==> src/rtl/hazard_ctrl_if.sv <==
// Hazard-controller bundle: pipeline-stage hazard inputs, stall/flush/forward controls, perf counters.
// master = pipeline side driving stage info; slave = hazard controller.
interface hazard_ctrl_if;
  logic [4:0]  rs1_addr_D, rs2_addr_D;
  logic [4:0]  rs1_addr_E, rs2_addr_E;
  logic [4:0]  rd_addr_E, rd_addr_M, rd_addr_W;
  logic        rd_wren_E, rd_wren_M, rd_wren_W;
  logic [1:0]  wb_sel_E;
  logic        pc_sel_E;
  logic        mem_req_M;
  logic        mem_ack;
  logic        stall_F, stall_D, stall_E, stall_M;
  logic        flush_D, flush_E, flush_W;
  logic [1:0]  fwd_a_E, fwd_b_E;
  logic        err_timeout;
  logic [31:0] stall_cycles;
  logic [31:0] flush_events;

  modport master (
    output rs1_addr_D, rs2_addr_D, rs1_addr_E, rs2_addr_E,
    output rd_addr_E, rd_addr_M, rd_addr_W, rd_wren_E, rd_wren_M, rd_wren_W,
    output wb_sel_E, pc_sel_E, mem_req_M, mem_ack,
    input  stall_F, stall_D, stall_E, stall_M, flush_D, flush_E, flush_W,
    input  fwd_a_E, fwd_b_E, err_timeout, stall_cycles, flush_events
  );

  modport slave (
    input  rs1_addr_D, rs2_addr_D, rs1_addr_E, rs2_addr_E,
    input  rd_addr_E, rd_addr_M, rd_addr_W, rd_wren_E, rd_wren_M, rd_wren_W,
    input  wb_sel_E, pc_sel_E, mem_req_M, mem_ack,
    output stall_F, stall_D, stall_E, stall_M, flush_D, flush_E, flush_W,
    output fwd_a_E, fwd_b_E, err_timeout, stall_cycles, flush_events
  );
endinterface

==> src/rtl/hazard_ctrl.sv <==
// RV32I five-stage hazard control: load-use, redirect, data-memory wait with timeout, forwarding.
// Controls are combinational in the same cycle; state, wait counter and perf counters update on i_clk.
module hazard_ctrl #(
  parameter logic [1:0] WB_MEM  = 2'b01,
  parameter logic [7:0] TIMEOUT = 8'd255
) (
  input  logic         i_clk,
  input  logic         i_rst,
  hazard_ctrl_if.slave hz
);

  localparam logic [0:0] ST_RUN      = 1'b0;
  localparam logic [0:0] ST_MEM_WAIT = 1'b1;

  logic [0:0]  state_q, state_d;
  logic [7:0]  wcnt_q, wcnt_d;
  logic [31:0] stall_cnt_q, stall_cnt_d;
  logic [31:0] flush_cnt_q, flush_cnt_d;

  logic lu, mw, mem_stall, timeout_rel, redirect;
  logic st_f, st_d, st_e, st_m, fl_d, fl_e, fl_w;
  logic [1:0] fwd_a, fwd_b;

  function automatic logic [1:0] fwd_sel(input logic [4:0] rs,
                                         input logic [4:0] rd_m, input logic wr_m,
                                         input logic [4:0] rd_w, input logic wr_w);
    logic [1:0] sel;
    sel = 2'b00;
    if (wr_m && (rd_m != 5'd0) && (rd_m == rs))
      sel = 2'b10;
    else if (wr_w && (rd_w != 5'd0) && (rd_w == rs))
      sel = 2'b01;
    return sel;
  endfunction

  always_comb begin
    state_d     = state_q;
    wcnt_d      = wcnt_q;
    mem_stall   = 1'b0;
    timeout_rel = 1'b0;
    redirect    = 1'b0;
    st_f = 1'b0; st_d = 1'b0; st_e = 1'b0; st_m = 1'b0;
    fl_d = 1'b0; fl_e = 1'b0; fl_w = 1'b0;

    lu = (hz.wb_sel_E == WB_MEM) && hz.rd_wren_E && (hz.rd_addr_E != 5'd0) &&
         ((hz.rd_addr_E == hz.rs1_addr_D) || (hz.rd_addr_E == hz.rs2_addr_D));
    mw = hz.mem_req_M && !hz.mem_ack;

    case (state_q)
      ST_RUN: begin
        mem_stall = mw;
        if (mw) begin
          state_d = ST_MEM_WAIT;
          wcnt_d  = 8'd0;
        end
      end
      default: begin
        if (hz.mem_ack) begin
          state_d = ST_RUN;
        end else if (wcnt_q < TIMEOUT) begin
          mem_stall = 1'b1;
          wcnt_d    = wcnt_q + 8'd1;
        end else begin
          timeout_rel = 1'b1;
          state_d     = ST_RUN;
        end
      end
    endcase

    // Execute is frozen under a memory stall, so redirect/load-use wait for release.
    if (mem_stall) begin
      st_f = 1'b1; st_d = 1'b1; st_e = 1'b1; st_m = 1'b1;
      fl_w = 1'b1;
    end else if (hz.pc_sel_E) begin
      redirect = 1'b1;
      fl_d     = 1'b1;
      fl_e     = 1'b1;
    end else if (lu) begin
      st_f = 1'b1;
      st_d = 1'b1;
      fl_e = 1'b1;
    end

    fwd_a = fwd_sel(hz.rs1_addr_E, hz.rd_addr_M, hz.rd_wren_M, hz.rd_addr_W, hz.rd_wren_W);
    fwd_b = fwd_sel(hz.rs2_addr_E, hz.rd_addr_M, hz.rd_wren_M, hz.rd_addr_W, hz.rd_wren_W);

    stall_cnt_d = stall_cnt_q + {31'd0, st_f};
    flush_cnt_d = flush_cnt_q + {31'd0, redirect};
  end

  always_ff @(posedge i_clk or posedge i_rst) begin
    if (i_rst) begin
      state_q     <= ST_RUN;
      wcnt_q      <= 8'd0;
      stall_cnt_q <= 32'd0;
      flush_cnt_q <= 32'd0;
    end else begin
      state_q     <= state_d;
      wcnt_q      <= wcnt_d;
      stall_cnt_q <= stall_cnt_d;
      flush_cnt_q <= flush_cnt_d;
    end
  end

  // Reset masks every control output immediately, independent of the inputs.
  assign hz.stall_F      = st_f & ~i_rst;
  assign hz.stall_D      = st_d & ~i_rst;
  assign hz.stall_E      = st_e & ~i_rst;
  assign hz.stall_M      = st_m & ~i_rst;
  assign hz.flush_D      = fl_d & ~i_rst;
  assign hz.flush_E      = fl_e & ~i_rst;
  assign hz.flush_W      = fl_w & ~i_rst;
  assign hz.err_timeout  = timeout_rel & ~i_rst;
  assign hz.fwd_a_E      = i_rst ? 2'b00 : fwd_a;
  assign hz.fwd_b_E      = i_rst ? 2'b00 : fwd_b;
  assign hz.stall_cycles = stall_cnt_q;
  assign hz.flush_events = flush_cnt_q;

endmodule

==> src/flat_wrapper.sv <==
// flat-port wrapper written by rule: the top's interface ports become plain ports
module hazard_ctrl_flat 
#(
  parameter logic [1:0] WB_MEM  = 2'b01,
  parameter logic [7:0] TIMEOUT = 8'd255
)
  (i_clk, i_rst, hz_rs1_addr_D, hz_rs2_addr_D, hz_rs1_addr_E, hz_rs2_addr_E, hz_rd_addr_E, hz_rd_addr_M, hz_rd_addr_W, hz_rd_wren_E, hz_rd_wren_M, hz_rd_wren_W, hz_wb_sel_E, hz_pc_sel_E, hz_mem_req_M, hz_mem_ack, hz_stall_F, hz_stall_D, hz_stall_E, hz_stall_M, hz_flush_D, hz_flush_E, hz_flush_W, hz_fwd_a_E, hz_fwd_b_E, hz_err_timeout, hz_stall_cycles, hz_flush_events);
  hazard_ctrl_if hz_i ();
  input  logic i_clk;
  input  logic i_rst;
  input wire logic [$bits(hz_i.rs1_addr_D)-1:0] hz_rs1_addr_D;
  input wire logic [$bits(hz_i.rs2_addr_D)-1:0] hz_rs2_addr_D;
  input wire logic [$bits(hz_i.rs1_addr_E)-1:0] hz_rs1_addr_E;
  input wire logic [$bits(hz_i.rs2_addr_E)-1:0] hz_rs2_addr_E;
  input wire logic [$bits(hz_i.rd_addr_E)-1:0] hz_rd_addr_E;
  input wire logic [$bits(hz_i.rd_addr_M)-1:0] hz_rd_addr_M;
  input wire logic [$bits(hz_i.rd_addr_W)-1:0] hz_rd_addr_W;
  input wire logic [$bits(hz_i.rd_wren_E)-1:0] hz_rd_wren_E;
  input wire logic [$bits(hz_i.rd_wren_M)-1:0] hz_rd_wren_M;
  input wire logic [$bits(hz_i.rd_wren_W)-1:0] hz_rd_wren_W;
  input wire logic [$bits(hz_i.wb_sel_E)-1:0] hz_wb_sel_E;
  input wire logic [$bits(hz_i.pc_sel_E)-1:0] hz_pc_sel_E;
  input wire logic [$bits(hz_i.mem_req_M)-1:0] hz_mem_req_M;
  input wire logic [$bits(hz_i.mem_ack)-1:0] hz_mem_ack;
  output wire logic [$bits(hz_i.stall_F)-1:0] hz_stall_F;
  output wire logic [$bits(hz_i.stall_D)-1:0] hz_stall_D;
  output wire logic [$bits(hz_i.stall_E)-1:0] hz_stall_E;
  output wire logic [$bits(hz_i.stall_M)-1:0] hz_stall_M;
  output wire logic [$bits(hz_i.flush_D)-1:0] hz_flush_D;
  output wire logic [$bits(hz_i.flush_E)-1:0] hz_flush_E;
  output wire logic [$bits(hz_i.flush_W)-1:0] hz_flush_W;
  output wire logic [$bits(hz_i.fwd_a_E)-1:0] hz_fwd_a_E;
  output wire logic [$bits(hz_i.fwd_b_E)-1:0] hz_fwd_b_E;
  output wire logic [$bits(hz_i.err_timeout)-1:0] hz_err_timeout;
  output wire logic [$bits(hz_i.stall_cycles)-1:0] hz_stall_cycles;
  output wire logic [$bits(hz_i.flush_events)-1:0] hz_flush_events;
  assign hz_i.rs1_addr_D = hz_rs1_addr_D;
  assign hz_i.rs2_addr_D = hz_rs2_addr_D;
  assign hz_i.rs1_addr_E = hz_rs1_addr_E;
  assign hz_i.rs2_addr_E = hz_rs2_addr_E;
  assign hz_i.rd_addr_E = hz_rd_addr_E;
  assign hz_i.rd_addr_M = hz_rd_addr_M;
  assign hz_i.rd_addr_W = hz_rd_addr_W;
  assign hz_i.rd_wren_E = hz_rd_wren_E;
  assign hz_i.rd_wren_M = hz_rd_wren_M;
  assign hz_i.rd_wren_W = hz_rd_wren_W;
  assign hz_i.wb_sel_E = hz_wb_sel_E;
  assign hz_i.pc_sel_E = hz_pc_sel_E;
  assign hz_i.mem_req_M = hz_mem_req_M;
  assign hz_i.mem_ack = hz_mem_ack;
  assign hz_stall_F = hz_i.stall_F;
  assign hz_stall_D = hz_i.stall_D;
  assign hz_stall_E = hz_i.stall_E;
  assign hz_stall_M = hz_i.stall_M;
  assign hz_flush_D = hz_i.flush_D;
  assign hz_flush_E = hz_i.flush_E;
  assign hz_flush_W = hz_i.flush_W;
  assign hz_fwd_a_E = hz_i.fwd_a_E;
  assign hz_fwd_b_E = hz_i.fwd_b_E;
  assign hz_err_timeout = hz_i.err_timeout;
  assign hz_stall_cycles = hz_i.stall_cycles;
  assign hz_flush_events = hz_i.flush_events;
  hazard_ctrl #(.WB_MEM(WB_MEM), .TIMEOUT(TIMEOUT)) u_core (.i_clk(i_clk), .i_rst(i_rst), .hz(hz_i));
endmodule
==> config.mk <==
export PLATFORM = sky130hd
export DESIGN_NAME = hazard_ctrl_flat
export DESIGN_NICKNAME = d
export VERILOG_FILES = /design/src/rtl/hazard_ctrl_if.sv /design/src/rtl/hazard_ctrl.sv /design/src/flat_wrapper.sv
export SDC_FILE = /design/constraint.sdc
export NUM_CORES = 1
export LEC_CHECK = 0
export CORE_MARGIN = 2
export CORE_UTILIZATION = 48
export CTS_BUF_LIST = sky130_fd_sc_hd__clkbuf_4 sky130_fd_sc_hd__clkbuf_8
export CTS_CLUSTER_SIZE = 12
export DETAILED_ROUTE_END_ITERATION = 16
export GPL_ROUTABILITY_DRIVEN = 0
export PLACE_DENSITY = 0.82
export SLEW_MARGIN = 40
export SYNTH_ARGS = -nofsm -noshare
export SYNTH_HDL_FRONTEND = slang
export SYNTH_SLANG_ARGS = --single-unit
==> constraint.sdc <==
create_clock -name i_clk -period 5.55 [get_ports i_clk]
set_clock_uncertainty 0.05 [all_clocks]
set_input_delay 1.11 -clock i_clk [delete_from_list [all_inputs] [get_ports i_clk]]
set_output_delay 1.11 -clock i_clk [all_outputs]
set_load 0.02 [all_outputs]
* Word level (Yosys, flattened, before mapping)
Index checks and enable logic that the tools add are counted.
** Storage, ports and cells
- Output and inout bits :: 76
- Input port bits :: 45
- Flip-flop bits (word level) :: 73
- Word-level logic and storage cells :: 66
** Cells by class
- Equality and inequality tests :: 9
- Reduce and logical (&&, ||, !) cells :: 17
- Bitwise logic cells :: 6
- Multiplexer cells :: 26
- Magnitude comparators :: 1
- Add/sub/neg operators :: 3
** Operators by type and width (count)
- adder 32 x 1 -> 32 bit :: 2
- two-way mux 8 bit :: 4
- == test 5 bit :: 6
- two-way mux 1 bit :: 18
- nonzero test 5 bit :: 3
- logical AND 1 bit :: 10
- adder 8 x 1 -> 8 bit (second input constant) :: 1
- < comparator 8 bit (second input constant) :: 1
- two-way mux 2 bit :: 4
- bitwise AND 1 bit :: 5
- inequality test 2 bit (second input constant) :: 2
- AND reduction 3 bit :: 1
- == test 2 x 1 -> 1 bit (second input constant) :: 1
- nonzero test 2 bit :: 1
- zero test 1 bit :: 1
- logical OR 1 bit :: 1
- NOT 1 bit :: 1

* Logic depth before layout (Yosys ltp)
- Depth after elaboration :: 8
- Depth in mapped cells :: 11
- Depth with buffers taken out :: 10

* Worst setup path after synthesis
Ideal clock, no wire load.
- Path type :: input to output
- Start point :: input i_rst
- End point :: output hz_fwd_a_E[0]
- Stages :: 5
- Slack :: 123 ps
- Buffers on the path :: 1
- Arrival time :: 4267 ps
- Cells stage by stage :: clkbuf_1 inv_1 o211ai_1 or4_1 nor4_1
** On the way
- Longest elaborated chain between the ends :: 1
** Ends and longest elaborated chain
- from (decl) :: line flat_wrapper.sv:10 : input logic i_rst;
- two-way mux 2 bit :: line hazard_ctrl.sv:114 : assign hz.fwd_a_E = i_rst ? 2'b00 : fwd_a;
- to (decl) :: line flat_wrapper.sv:32 : output wire logic [$bits(hz_i.fwd_a_E)-1:0] hz_fwd_a_E;
Every way passes these cells.

* Worst setup path after layout
- Start point :: input hz_rd_addr_M[0]
- End point :: output hz_fwd_b_E[0]
** On the way
- Longest elaborated chain between the ends :: 5
- Elaborated cells on any way between the ends :: 6
- Classes of those cells :: eq/ne (1); mux (2); reduce/logical (3)
** Ends and longest elaborated chain
- from (decl) :: line flat_wrapper.sv:16 : input wire logic [$bits(hz_i.rd_addr_M)-1:0] hz_rd_addr_M;
- nonzero test 5 bit :: line hazard_ctrl.sv:29 : if (wr_m && (rd_m != 5'd0) && (rd_m == rs))
- logical AND 1 bit :: line hazard_ctrl.sv:29
- logical AND 1 bit * :: line hazard_ctrl.sv:29
- two-way mux 2 bit * :: line hazard_ctrl.sv:29
- two-way mux 2 bit * :: line hazard_ctrl.sv:115 : assign hz.fwd_b_E = i_rst ? 2'b00 : fwd_b;
- to (decl) :: line flat_wrapper.sv:33 : output wire logic [$bits(hz_i.fwd_b_E)-1:0] hz_fwd_b_E;
Every way passes the cells marked *; elsewhere a longest branch is shown, timed or not.

==> metrics.md <==
| Metric | Value |
|---|---|
| Result of the run | `completed` |
| Clock latency reported for the late side of the worst-skew pair | `0.35 ns` |
| Total congestion overflow | `0` |
| Cell accounting for the most synthesized area | `sky130_fd_sc_hd__dfrtp_1` |
| Worst r2r dst | `u_core.hz.stall_cycles[25]` |
| Vias per cell | `5.567` |
| Height of the chip | `93.11 um` |
| Area of the mapped netlist | `0.003811 mm^2` |
| Minimum clock period after layout | `4.614 ns` |
| Number of buffer cells added on primary ports | `120` |
| Pwr per Cell Area | `262.5 mW/mm^2` |
| Crit path buf inv count | `2` |
| Timing-limited maximum frequency | `216.7 MHz` |
| Number of antenna violations at the first check in global routing | `0` |
| Floorplan die area | `0.008669 mm^2` |
| Number of global-route vias before repair | `3235` |
| Antenna Violating Nets Remaining | `0` |
| Worst Setup End Kind | `output port` |
| Inserted Clock Buffers | `9` |
| Number of failing setup endpoints in the final timing report | `0` |
| Cell mode on critical path | `sky130_fd_sc_hd__clkdlybuf4s50_1` |
| Placed wire-length estimate | `7006 um` |
| Number of max-capacitance violations reported | `0` |
| Post-Synthesis Cells | `361` |
| Number of nets in the final layout | `537` |
| Row count | `32` |
| Slack of the worst reg-to-reg path | `2.67 ns` |
| Critical Path Fanout Max | `4` |
| Slew @ Worst Pin | `0.7423 ns` |
| GR Util met1 | `25.94%` |
| Post-placement cell area | `0.005112 mm^2` |
| Largest cells by area after synthesis | `sky130_fd_sc_hd__dfrtp_1 (48%), sky130_fd_sc_hd__xnor2_1 (13%), sky130_fd_sc_hd__xor2_1 (8.5%), sky130_fd_sc_hd__nand3_1 (4.1%), sky130_fd_sc_hd__nand4_1 (3.6%)` |
| Wire length of the first global-routing pass | `14820 um` |
| Total of hold buffers inserted after clock tree synthesis | `0` |
| Met2 Use GR | `36.84%` |
| Die Span X | `93.11 um` |
| Total iterations of the first detailed-routing run | `4` |
| Maximum count of clock buffers along a single path | `2` |
| Nature of the critical path startpoint | `input port` |
| Resized Gates After CTS | `0` |
| Number of register bits inferred by synthesis | `73` |
| Number of cells on the worst hold path | `1` |
| Count of distinct cell types in the synthesized netlist | `43` |
| Area inside the core boundary | `0.007727 mm^2` |
| CTS tree | `yes` |
| Fraction of layout cells with a size suffix above 1 | `5.285%` |
| Final worst path period share | `83.13%` |
| Design area | `0.005336 mm^2` |
| Leakage component of the power | `2.230 nW` |
| Total number of vias | `3307` |
| Clock transition time at the flip-flop clock pins of the worst setup and hold paths | `0.08 ns` |
| Wire length per cell | `15.25 um` |
| Cell with the biggest individual delay on the critical path | `sky130_fd_sc_hd__clkdlybuf4s50_1` |
| Data arrival at the endpoint of the critical path | `3.45 ns` |
| Setup repair after global routing missed its margin | `no` |
| Drc violations | `0` |
| Fraction of registers with async set/reset | `100.0%` |
| Final hold vios | `0` |
| Overall track demand over capacity in global routing | `21.92%` |
| Pins Over Slew Limit | `0` |
| Endpoint, Worst Hold | `u_core.hz.stall_cycles[31]` |
| Clock sink count | `73` |
| Pre-CTS WS | `0.9242 ns` |
| Setup TNS after final layout | `0 ns` |
| Post-synth net total | `411` |
| Library cell used as clock root buffer | `sky130_fd_sc_hd__clkbuf_8` |
| Crit-path cells | `clkdlybuf4s50_1, or4_1, o21ai_1, nor3_1, nor4_1, clkdlybuf4s50_1` |
| Smallest setup slack after layout | `0.9362 ns` |
| Gate family responsible for the most delay along the worst path | `buffers and inverters` |
| Logic depth of the worst path, buffers included | `6` |
| Met3 global-route usage | `6.285%` |
| Number of enable flip-flop cells after synthesis | `0` |
| Reg2Reg Launch Point | `u_core.wcnt_q[0]` |
| Worst voltage drop across the vdd grid | `0.1326 mV` |
| Starting density of the core | `49.32%` |
| Total detailed-routing wirelength | `9059 um` |
| Worst r2r path cells | `9` |
| GRT busiest layer | `met2` |
| Biggest cell delay along the critical path | `0.66 ns` |
| Required time at the endpoint of the critical path | `4.39 ns` |
| Setup Fix Bufs, Post-CTS | `0` |
| Largest net degree at the start of global routing | `74` |
| Predominant post-synthesis flop cell | `sky130_fd_sc_hd__dfrtp_1` |
| Worst hold path type | `register to register` |
| Number of placed I/O pins | `121` |
| Synthesis Warnings | `0` |
| Slew headroom | `50.41%` |
| Maximum level of the CTS H-tree | `3` |
| Number of inserted diodes | `0` |
| Iter 0 DRT Violations | `141` |
| Signed area change from the synthesized netlist to the final layout | `40.02%` |
| Startpoint-to-endpoint class of the critical path | `input port to output port` |
| HP Start | `u_core.hz.stall_cycles[31]` |
| Mean cell area of the mapped netlist | `10.56 um^2` |
| Area share of the largest cell type after synthesis | `47.93%` |
| Sequential cell area fraction in the yosys report | `47.93%` |
## metal layers
metal / share of wire [%] / routed length, um
met2: 50 / 4520
met1: 40 / 3592
met5: 0 / 0
met4: 2.4 / 218
met3: 8.0 / 728
## cell usage after synthesis, types with 2 or more instances
| library cell | instances |
|---|---|
| sky130_fd_sc_hd__or4_1 | 6 |
| sky130_fd_sc_hd__o21ai_0 | 3 |
| sky130_fd_sc_hd__and3_1 | 6 |
| sky130_fd_sc_hd__nor3_1 | 11 |
| sky130_fd_sc_hd__a21oi_1 | 3 |
| sky130_fd_sc_hd__inv_1 | 10 |
| sky130_fd_sc_hd__and2_1 | 3 |
| sky130_fd_sc_hd__nor2_1 | 18 |
| sky130_fd_sc_hd__nor4_1 | 9 |
| sky130_fd_sc_hd__ha_1 | 5 |
| sky130_fd_sc_hd__dfrtp_1 | 73 |
| sky130_fd_sc_hd__or3_1 | 3 |
| sky130_fd_sc_hd__xnor2_1 | 56 |
| sky130_fd_sc_hd__and4_1 | 9 |
| sky130_fd_sc_hd__nand4_1 | 22 |
| sky130_fd_sc_hd__nand2b_1 | 2 |
| sky130_fd_sc_hd__nor4_4 | 2 |
| sky130_fd_sc_hd__o31ai_1 | 3 |
| sky130_fd_sc_hd__buf_4 | 4 |
| sky130_fd_sc_hd__nand3_1 | 31 |
| sky130_fd_sc_hd__nand2_1 | 24 |
| sky130_fd_sc_hd__xor2_1 | 37 |
## cell families after synthesis
kind of cell | share of synthesized area (%)
simple gates | 23.21
xor+xnor | 21.37
flops | 47.93
compound gates | 3.841
buf+inv | 2.003
fa+ha+maj | 1.641
## metrics by stage
stage	util, %	cells	hold WS [ns]	power [W]
global placement	66.11	578	0.4137	0.0009381
CTS	69.06	594	0.4290	0.001408
global route	69.06	594	0.4599	0.001464
detailed placement	66.16	578	0.4184	0.0009476
finish	69.06	594	0.4264	0.001401
floorplan	-	361	0.4301	0.0007793
## registers in the layout, indices dropped and copies added, names as in the netlist
name,flops
u_core.wcnt_q,8
u_core.state_q,1
u_core.hz.flush_events,32
u_core.hz.stall_cycles,32
## where the power goes
group          leakage [nW]  total [W]  switching [W]  internal (W)
combinational          1.12   0.000292       0.000143      0.000148
clock                 0.117   0.000466       0.000196      0.000270
sequential            0.990   0.000644      0.0000654      0.000578
total                  2.23    0.00140       0.000405      0.000996
## area by class of cell
type	instances	area (um^2)
Fill cell	564	2391
Clock buffer	11	145.1
Tap cell	102	127.6
Clock inverter	5	78.83
Inverter	10	37.54
Sequential cell	73	1827
Timing Repair Buffer	121	1212
Multi-Input combinational cell	272	1908
## cell usage in the layout (no fill, tap or decap), types with 2 or more instances in the layout
cell	count
sky130_fd_sc_hd__nor4_4	2
sky130_fd_sc_hd__or3_1	3
sky130_fd_sc_hd__nor2_1	18
sky130_fd_sc_hd__and3_1	6
sky130_fd_sc_hd__clkdlybuf4s50_1	120
sky130_fd_sc_hd__or4_1	6
sky130_fd_sc_hd__inv_1	9
sky130_fd_sc_hd__and2_1	3
sky130_fd_sc_hd__nand3_1	31
sky130_fd_sc_hd__ha_1	5
sky130_fd_sc_hd__nand4_1	22
sky130_fd_sc_hd__nand2_1	24
sky130_fd_sc_hd__nor3_1	11
sky130_fd_sc_hd__and4_1	9
sky130_fd_sc_hd__bufinv_16	2
sky130_fd_sc_hd__xor2_1	37
sky130_fd_sc_hd__o31ai_1	3
sky130_fd_sc_hd__a21oi_1	3
sky130_fd_sc_hd__o21ai_0	3
sky130_fd_sc_hd__nor4_1	9
sky130_fd_sc_hd__dfrtp_1	73
sky130_fd_sc_hd__clkinv_2	2
sky130_fd_sc_hd__xnor2_1	56
sky130_fd_sc_hd__clkbuf_8	10
sky130_fd_sc_hd__nand2b_1	2
## worst register-to-register path: cells and delay by family (launching register included)
kind / cells / cell delay, ns
and+or+nand+nor: 4 / 1.21
AOI/OAI and AO/OA: 2 / 0.42
xor gates and xnor gates: 1 / 0.17
adders and majority gates: 2 / 0.49
DFF: 1 / 0.42
## worst max-delay path by stage
stage	from	to	slack [ns]
finish	hz_rd_addr_M[0]	hz_fwd_b_E[0]	0.94
global route	hz_rd_addr_M[0]	hz_fwd_a_E[0]	0.86
CTS	hz_rd_addr_M[0]	hz_fwd_b_E[0]	0.94
detailed placement	hz_rd_addr_M[0]	hz_fwd_a_E[0]	0.92
global placement	hz_rd_addr_M[0]	hz_fwd_b_E[0]	0.98
floorplan	i_rst	hz_fwd_a_E[0]	0.12
Note: power is estimated with default switching activity, not from simulation.
